==> src/rtl/dino_pkg.sv <==
// Shared constants and player-state encoding for the dino sprite renderer
// and its animation FSM.
package dino_pkg;

    localparam int SPRITE_DIM = 8;
    localparam int ROM_CTR_W  = 6;

    typedef enum logic [2:0] {
        RESTART   = 3'b000,
        JUMPING   = 3'b001,
        RUNNING_1 = 3'b010,
        RUNNING_2 = 3'b011,
        DUCKING   = 3'b100,
        GAME_OVER = 3'b101
    } player_state_e;

endpackage

==> src/rtl/dino_anim_fsm.sv <==
// Player-state / run-animation FSM; advances only on frame ticks.
// Optional GAME_OVER blink counter enabled by DINO_RENDER_BLINK_EN.
module dino_anim_fsm
    import dino_pkg::*;
#(
    parameter int ANIM_FRAMES = 6
) (
    input  logic          clk,
    input  logic          rst_n,
    input  logic          tick,
    input  logic          start,
    input  logic          airborne,
    input  logic          duck,
    input  logic          collision,
    output player_state_e state,
    output logic          blank
);

    localparam logic [5:0] ANIM_LAST = 6'(ANIM_FRAMES - 1);

    player_state_e state_q, state_d;
    logic [5:0]    anim_q, anim_d;

    always_ff @(posedge clk or negedge rst_n) begin
        if (!rst_n) begin
            state_q <= RESTART;
            anim_q  <= '0;
        end else begin
            state_q <= state_d;
            anim_q  <= anim_d;
        end
    end

    // Any transition that is not a pure run continuation restarts the
    // animation count, so every entry into running begins a full period.
    always_comb begin
        state_d = state_q;
        anim_d  = anim_q;
        if (tick) begin
            case (state_q)
                RESTART: begin
                    if (start) begin
                        state_d = RUNNING_1;
                        anim_d  = '0;
                    end
                end
                RUNNING_1, RUNNING_2, JUMPING, DUCKING: begin
                    anim_d = '0;
                    if (collision) begin
                        state_d = GAME_OVER;
                    end else if (airborne) begin
                        state_d = JUMPING;
                    end else if (duck) begin
                        state_d = DUCKING;
                    end else if (state_q == JUMPING || state_q == DUCKING) begin
                        state_d = RUNNING_1;
                    end else if (anim_q == ANIM_LAST) begin
                        if (state_q == RUNNING_1) begin
                            state_d = RUNNING_2;
                        end else begin
                            state_d = RUNNING_1;
                        end
                    end else begin
                        anim_d = anim_q + 6'd1;
                    end
                end
                GAME_OVER: begin
                    if (start) begin
                        state_d = RESTART;
                        anim_d  = '0;
                    end
                end
                default: begin
                    state_d = RESTART;
                    anim_d  = '0;
                end
            endcase
        end
    end

    assign state = state_q;

`ifdef DINO_RENDER_BLINK_EN
    logic [2:0] blink_q;

    always_ff @(posedge clk or negedge rst_n) begin
        if (!rst_n) begin
            blink_q <= '0;
        end else if (state_q != GAME_OVER) begin
            blink_q <= '0;
        end else if (tick) begin
            blink_q <= blink_q + 3'd1;
        end
    end

    assign blank = (state_q == GAME_OVER) && blink_q[2];
`else
    assign blank = 1'b0;
`endif

endmodule

==> src/rtl/dino_sprite_renderer.sv <==
// Dino sprite requester: beam-to-ROM address mapping, 2-stage pixel pipeline
// and animation FSM. Optional GAME_OVER blink via DINO_RENDER_BLINK_EN.
module dino_sprite_renderer
    import dino_pkg::*;
#(
    parameter int SCALE_LOG2  = 2,
    parameter int ANIM_FRAMES = 6,
    parameter int POS_W       = 10
) (
    input  logic                 clk,
    input  logic                 rst_n,
    input  logic [POS_W-1:0]     i_hpos,
    input  logic [POS_W-1:0]     i_vpos,
    input  logic                 i_frame_tick,
    input  logic [POS_W-1:0]     i_sprite_x,
    input  logic [POS_W-1:0]     i_sprite_y,
    input  logic                 i_start,
    input  logic                 i_airborne,
    input  logic                 i_duck,
    input  logic                 i_collision,
    output logic [ROM_CTR_W-1:0] o_rom_counter,
    output logic [2:0]           o_player_state,
    input  logic                 i_sprite_color,
    output logic                 o_pixel_on
);

    localparam logic [POS_W-1:0] WIN_SIZE = POS_W'(SPRITE_DIM << SCALE_LOG2);

    player_state_e state;
    logic          blank;

    dino_anim_fsm #(
        .ANIM_FRAMES(ANIM_FRAMES)
    ) u_fsm (
        .clk      (clk),
        .rst_n    (rst_n),
        .tick     (i_frame_tick),
        .start    (i_start),
        .airborne (i_airborne),
        .duck     (i_duck),
        .collision(i_collision),
        .state    (state),
        .blank    (blank)
    );

    assign o_player_state = state;

    // No handshake: every pixel clock carries a valid beam position, and
    // o_pixel_on always refers to the position presented two cycles earlier.
    logic [POS_W-1:0] dx, dy;
    logic             in_win;
    logic [2:0]       rom_x, rom_y;

    // Modulo subtraction makes a beam left of / above the sprite huge.
    assign dx     = i_hpos - i_sprite_x;
    assign dy     = i_vpos - i_sprite_y;
    assign in_win = (dx < WIN_SIZE) && (dy < WIN_SIZE);
    assign rom_y  = dy[SCALE_LOG2 +: 3];
    assign rom_x  = 3'd7 - dx[SCALE_LOG2 +: 3];

    logic win_q;

    always_ff @(posedge clk or negedge rst_n) begin
        if (!rst_n) begin
            o_rom_counter <= '0;
            win_q         <= 1'b0;
        end else begin
            o_rom_counter <= in_win ? {rom_y, rom_x} : '0;
            win_q         <= in_win;
        end
    end

    always_ff @(posedge clk or negedge rst_n) begin
        if (!rst_n) begin
            o_pixel_on <= 1'b0;
        end else begin
            o_pixel_on <= win_q & i_sprite_color & ~blank;
        end
    end

endmodule
==> config.mk <==
export PLATFORM = sky130hd
export DESIGN_NAME = dino_sprite_renderer
export DESIGN_NICKNAME = d
export VERILOG_FILES = /design/src/rtl/dino_pkg.sv /design/src/rtl/dino_anim_fsm.sv /design/src/rtl/dino_sprite_renderer.sv
export SDC_FILE = /design/constraint.sdc
export NUM_CORES = 1
export LEC_CHECK = 0
export ABC_AREA = 1
export BUFFER_PORTS_ARGS = -buffer_cell sky130_fd_sc_hd__buf_2
export CORE_ASPECT_RATIO = 0.5
export CORE_UTILIZATION = 40
export DETAILED_ROUTE_END_ITERATION = 12
export PLACE_DENSITY = 0.65
export SLEW_MARGIN = 25
export SYNTH_ARGS = -nofsm -noshare
export SYNTH_HDL_FRONTEND = slang
export SYNTH_SLANG_ARGS = --single-unit
==> constraint.sdc <==
create_clock -name clk -period 1.8 [get_ports clk]
set_clock_uncertainty 0.15 [all_clocks]
set_input_delay 0.36 -clock clk [delete_from_list [all_inputs] [get_ports clk]]
set_output_delay 0.36 -clock clk [all_outputs]
set_load 0.01 [all_outputs]
* Word-level counts from Yosys, hierarchy flattened
Cells that the tools add are included.
** Word-level totals
- Register bits :: 17
- Word-level logic and storage cells :: 46
** Cells by class
- Add/sub/neg operators :: 4
- Magnitude comparators :: 2
- Equal/unequal tests :: 10
- Muxes and demuxes :: 17
- Bitwise operators :: 1
- Reduce and logical (&&, ||, !) cells :: 7
** Operator list (number)
- $mux W6 :: 7
- $mux W3 :: 7
- $lt A10 B6 Y1 const B :: 2
- $sub A10 B10 Y10 :: 2
- $pmux W6 S2 :: 1
- $pmux W3 S3 :: 1
- $add A6 B1 Y6 const B :: 1
- $eq A3 B2 Y1 const B :: 2
- $eq A3 B3 Y1 const B :: 2
- $eq A6 B3 Y1 const B :: 1
- $ne A6 B4 Y1 const B :: 1
- $ne A2 B2 Y1 const B :: 2
- $reduce_and A4 Y1 :: 1
- $reduce_or A4 Y1 :: 1
- $eq A3 B1 Y1 const B :: 1
- $logic_not A3 Y1 :: 1
- $sub A3 B3 Y3 const A :: 1
- $ne A2 B1 Y1 const B :: 1
- $reduce_and A2 Y1 :: 1
- $reduce_or A2 Y1 :: 1
- $and A1 B1 Y1 :: 1
- $logic_and A1 B1 Y1 :: 1
- $logic_or A1 B1 Y1 :: 1
- $mux W1 :: 1

* Depth between registers and ports, before layout
- Depth after elaboration :: 8
- Mapped depth :: 15

* By module
From an unflattened synthesis, not the netlist that was laid out.
** Unflattened totals
- Cells, all modules :: 316
- Area total of the unflattened synthesis :: 1946.9 sq um
** Modules (own cells, without submodules)
- dino_sprite_renderer :: instances 1, cells each 223, area an instance 1307.5 sq um, seq. area each 200.2 sq um
- dino_anim_fsm :: instances 1, cells each 93, area an instance 639.4 sq um, seq. area each 225.2 sq um

* Worst setup path before layout
OpenSTA, ideal clock, no wires.
- Path type :: input -> register
- From :: input port i_sprite_y[2]
- To :: register o_rom_counter[0]
- Arrival time :: 1.584 ns
- Required time :: 1.578 ns
- Path slack :: -0.006 ns
- Cell stages on the path :: 13
- Path through :: inv_1 -> ha_1 -> a21oi_1 -> nand2_2 -> nand2_1 -> nand2_1 -> nand2_1 -> nand2_1 -> inv_1 -> nand4_1 -> nor2_1 -> nand2_2 -> nor2_1
** On the way
- Cells in the longest elaborated chain, start to end :: 4
** RTL lines
- start, declared :: line dino_sprite_renderer.sv:16 : input logic [POS_W-1:0] i_sprite_y,
- $sub A10 B10 Y10 :: line dino_sprite_renderer.sv:56 : assign dy = i_vpos - i_sprite_y;
- $lt A10 B6 Y1 :: line dino_sprite_renderer.sv:57 : assign in_win = (dx < WIN_SIZE) && (dy < WIN_SIZE);
- $logic_and A1 B1 Y1 :: line dino_sprite_renderer.sv:57
- $mux W6 :: line dino_sprite_renderer.sv:68 : o_rom_counter <= in_win ? {rom_y, rom_x} : '0;
- end signal, assigned :: line dino_sprite_renderer.sv:68
- end, declared :: line dino_sprite_renderer.sv:21 : output logic [ROM_CTR_W-1:0] o_rom_counter,
No other way between the ends.
A chain may end at the register's enable or synchronous reset.

* Worst setup path in the final report
- From :: register u_fsm.state_q[2] (netlist: u_fsm.state[2])
- To :: register u_fsm.state_q[2] (netlist: u_fsm.state[2])
** On the way
- Cells in the longest elaborated chain, start to end :: 7
** RTL lines
- start, declared :: line dino_anim_fsm.sv:21 : player_state_e state_q, state_d;
- start signal, assigned :: line dino_anim_fsm.sv:29 : state_q <= state_d;
- $eq A3 B1 Y1 / $eq A3 B3 Y1 (equally long branches) :: line dino_anim_fsm.sv:40, dino_anim_fsm.sv:55
- $logic_or A1 B1 Y1 :: line dino_anim_fsm.sv:55 : end else if (state_q == JUMPING || state_q == DUCKING) begin
- $mux W3 :: line dino_anim_fsm.sv:55
- $mux W3 :: line dino_anim_fsm.sv:53 : end else if (duck) begin
- $mux W3 :: line dino_anim_fsm.sv:51 : end else if (airborne) begin
- $mux W3 :: line dino_anim_fsm.sv:49 : if (collision) begin
- $pmux W3 S3 :: line dino_anim_fsm.sv:40 : case (state_q)
Several ways; a longest one is shown, not always the timed one.

==> impl_metrics.json <==
{
  "syn_nets": 364,
  "n_antenna_cell": 0,
  "fillCellCount": 342,
  "htree_levels": 1,
  "yosysTopAreaCell": "dfrtp_1",
  "crit_fanout": 7,
  "whs_endpoint": "o_pixel_on$_DFF_PN0_",
  "crit_slowest_cell": "dfrtp_2",
  "start_util_pct": 43.9,
  "rows": 16,
  "vias": 2066,
  "start_kind": "flop",
  "synth.distinct_cells": 23,
  "whs_ps": 157,
  "io_buffers": 57,
  "hold_path_depth": 3,
  "min_period_ps": 1740,
  "syn_inst": 298,
  "cts_tree": "yes",
  "core_area_um2": 4100,
  "syn_area_per_cell_um2": 6.05,
  "status": "finished, final reports clean",
  "power_per_cell_area_nw_per_um2": 634,
  "antenna_left": 0,
  "grt_max_degree": 18,
  "drv_cap": 0,
  "hold_viol": 0,
  "cp.arrival_ps": 1740,
  "drive_gt1_share_pct": 43.8,
  "drc": 0,
  "setup_violations": 0,
  "end_kind": "flop",
  "worstRegToRegCells": 9,
  "tightest_slew_ps": 376,
  "slowest_delay_ps": 440,
  "grt_pass1_wl_mm": 7.13,
  "worstPathCellList": "inv_2 > nand2_2 > o21ai_2 > inv_1 > or2_4 > o21ai_4 > buf_6 > nand2_1 > o21ai_0",
  "cts_num_sinks": 17,
  "yosys-top-cells-area": "dfrtp_1 24%, nand2_1 20%, inv_1 15%",
  "areaGrowthSynthToFinish_pct": 56.2,
  "netlist_area_um2": 1800,
  "antenna_found_initial": 0,
  "final_max_slew_viol_count": 0,
  "path_class": "flop to flop",
  "design_power_total_mw": 1.78,
  "hold_path.startpoint": "i_sprite_color",
  "vdd_ir_drop_max_mv": 0.368,
  "fin_crit_sh_pct": 96.7,
  "drt_pass1_iterations": 5,
  "p_leak_nw": 1.57,
  "numCtsBuffers": 3,
  "die_w_um": 96.9,
  "dp_hpwl_mm": 3.45,
  "fmax_mhz": 575,
  "routedWlPerCell_um": 10.0,
  "nNetsFinal": 457,
  "required_ps": 1800,
  "dieArea_um2": 4800,
  "overflow": 0,
  "routed_wl_mm": 4.46,
  "ys_seq_area_share_pct": 23.6,
  "yosys_warnings": 0,
  "gp_congestion": 0.859,
  "reg2reg_setup_slack_ps": 60,
  "drt-initial-drc-count": 39,
  "ios": 58,
  "worstReg2RegEnd": "u_fsm.state[2]$_DFFE_PN0P_",
  "r2r-start": "u_fsm.state[2]$_DFFE_PN0P_",
  "post-synth-top-area-fraction_pct": 23.6,
  "worst-path-buf-inv": 3,
  "clk_latency_ps": 240,
  "cts.clk_slew.worst_paths_ps": 60,
  "die_y_um": 49.5,
  "hp-class": "primary input to flop",
  "cts_root_buf": "clkbuf_8",
  "cp_top_family": "flip-flops",
  "cts.path.max_buffers": 2,
  "grt_use_total_pct": 17.5,
  "grt_pass1_vias": 1822,
  "ys_seq_elements": 17,
  "viasPerCell": 4.65,
  "slew_headroom_pct": 75.0
}
[logic make-up (layout without fill, tap and decap cells)]
logic type / Yosys count / in the layout / synth area share (%)
AOI/OAI and AO/OA: 31 / 31 / 9.85
xor gates and xnor gates: 8 / 8 / 3.89
adders and majority gates: 18 / 18 / 12.5
buffers and inverters: 73 / 165 / 15.2
DFF: 17 / 17 / 23.6
and+or+nand+nor: 151 / 151 / 35.0
[cells in the mapped netlist]
library cell  number
inv_2              2
xnor2_1            3
nand2_1           96
nand4_1            7
o21ai_0           11
o21ai_2            1
o21bai_1           1
dfrtp_1           17
nor3_1             3
nor2_1            26
or2_4              1
inv_1             71
o31ai_1            1
a21o_1             1
ha_1              18
xor2_1             5
nand3b_1           3
nor4_1             2
nand3_1            9
nand2_2            4
a21oi_1           12
o21ai_4            1
o21ai_1            3
[sequential cells by signal (all words and copies together), names as in the netlist]
name	cells
o_pixel_on	1
o_rom_counter	6
u_fsm.anim_q	6
u_fsm.state	3
win_q	1
[metrics by stage]
step / std cells / util (%) / setup slack (ps) / cell area, um^2 / setup TNS [ps]
2_1_floorplan: 298 / - / 30.2 / 1810 / 0
3_3_place_gp: 431 / 56.6 / -269 / 2320 / -1840
3_5_place_dp: 431 / 56.6 / -265 / 2320 / -1780
4_1_cts: 436 / 58.8 / 4.16 / 2410 / 0
5_1_grt: 444 / 68.6 / -27.0 / 2820 / -124
6_report: 444 / 68.6 / 60.0 / 2820 / 0
[layer usage]
metal | GRT usage [%] | part of all wire, % | routed length (um) | up-vias
met4 | 3.23 | 0.49 | 22 | 0
met5 | 0 | 0 | 0 | -
met3 | 1.99 | 2.5 | 110 | 2
li1 | - | - | - | 1097
met1 | 21.0 | 46 | 2040 | 936
met2 | 34.2 | 51 | 2290 | 31
[cell usage in the layout (no fill, tap or decap), types with 7 or more instances in the layout]
cell type,Yosys,final
o21ai_0,11,7
nand2_2,4,26
nand3_1,9,7
a21oi_1,12,8
ha_4,0,16
inv_2,2,14
nor2_1,26,19
buf_4,0,27
nor2_2,0,7
dfrtp_1,17,15
buf_2,0,54
nand2_1,96,71
nand4_1,7,7
inv_1,71,57
[worst max-delay path by stage]
stage | slack, ps | endpoint | depth (start not counted) | from
final | 60 | u_fsm.state[2]$_DFFE_PN0P_ | 9 | u_fsm.state[2]$_DFFE_PN0P_
after global routing | -30 | u_fsm.state[0]$_DFFE_PN0P_ | 9 | u_fsm.state[2]$_DFFE_PN0P_
after CTS | 4 | o_rom_counter[2]$_DFF_PN0_ | 13 | i_hpos[5]
after detailed placement | -270 | o_rom_counter[4]$_DFF_PN0_ | 13 | i_vpos[5]
after global placement | -270 | o_rom_counter[1]$_DFF_PN0_ | 13 | i_vpos[5]
after floorplan | 30 | o_rom_counter[0]$_DFF_PN0_ | 13 | i_sprite_y[2]
[final cells by class]
cell class | count | area, um^2 | share of cell area, %
Clock buffer | 4 | 45.0 | 1.60
Inverter | 73 | 279 | 9.91
Multi-Input combinational cell | 208 | 1450 | 51.4
Sequential cell | 17 | 428 | 15.2
Tap cell | 54 | 67.6 | 2.40
Timing Repair Buffer | 88 | 551 | 19.5
[worst register-to-register path: cells and delay by family, from the launching register on]
kind,cells,cell delay [ps]
simple gates,3,350
buf+inv,3,300
compound gates,3,400
flops,1,440
[timing repair]
action | 4_1_cts | 5_1_grt
hold endpoints to repair | 17 | 0
endpoints found under the setup margin | 6 | 13
buffers inserted | 0 | 8
pin swaps | 2 | 38
resized for setup | 4 | 85
hold buffers | 1 | 0
[power by group]
part	internal [mW]	switching (mW)	total, mW
Clock	0.157	0.119	0.276
Sequential	0.423	0.0511	0.474
Combinational	0.496	0.539	1.03
Total	1.08	0.709	1.78
(Power assumes the default switching activity.)
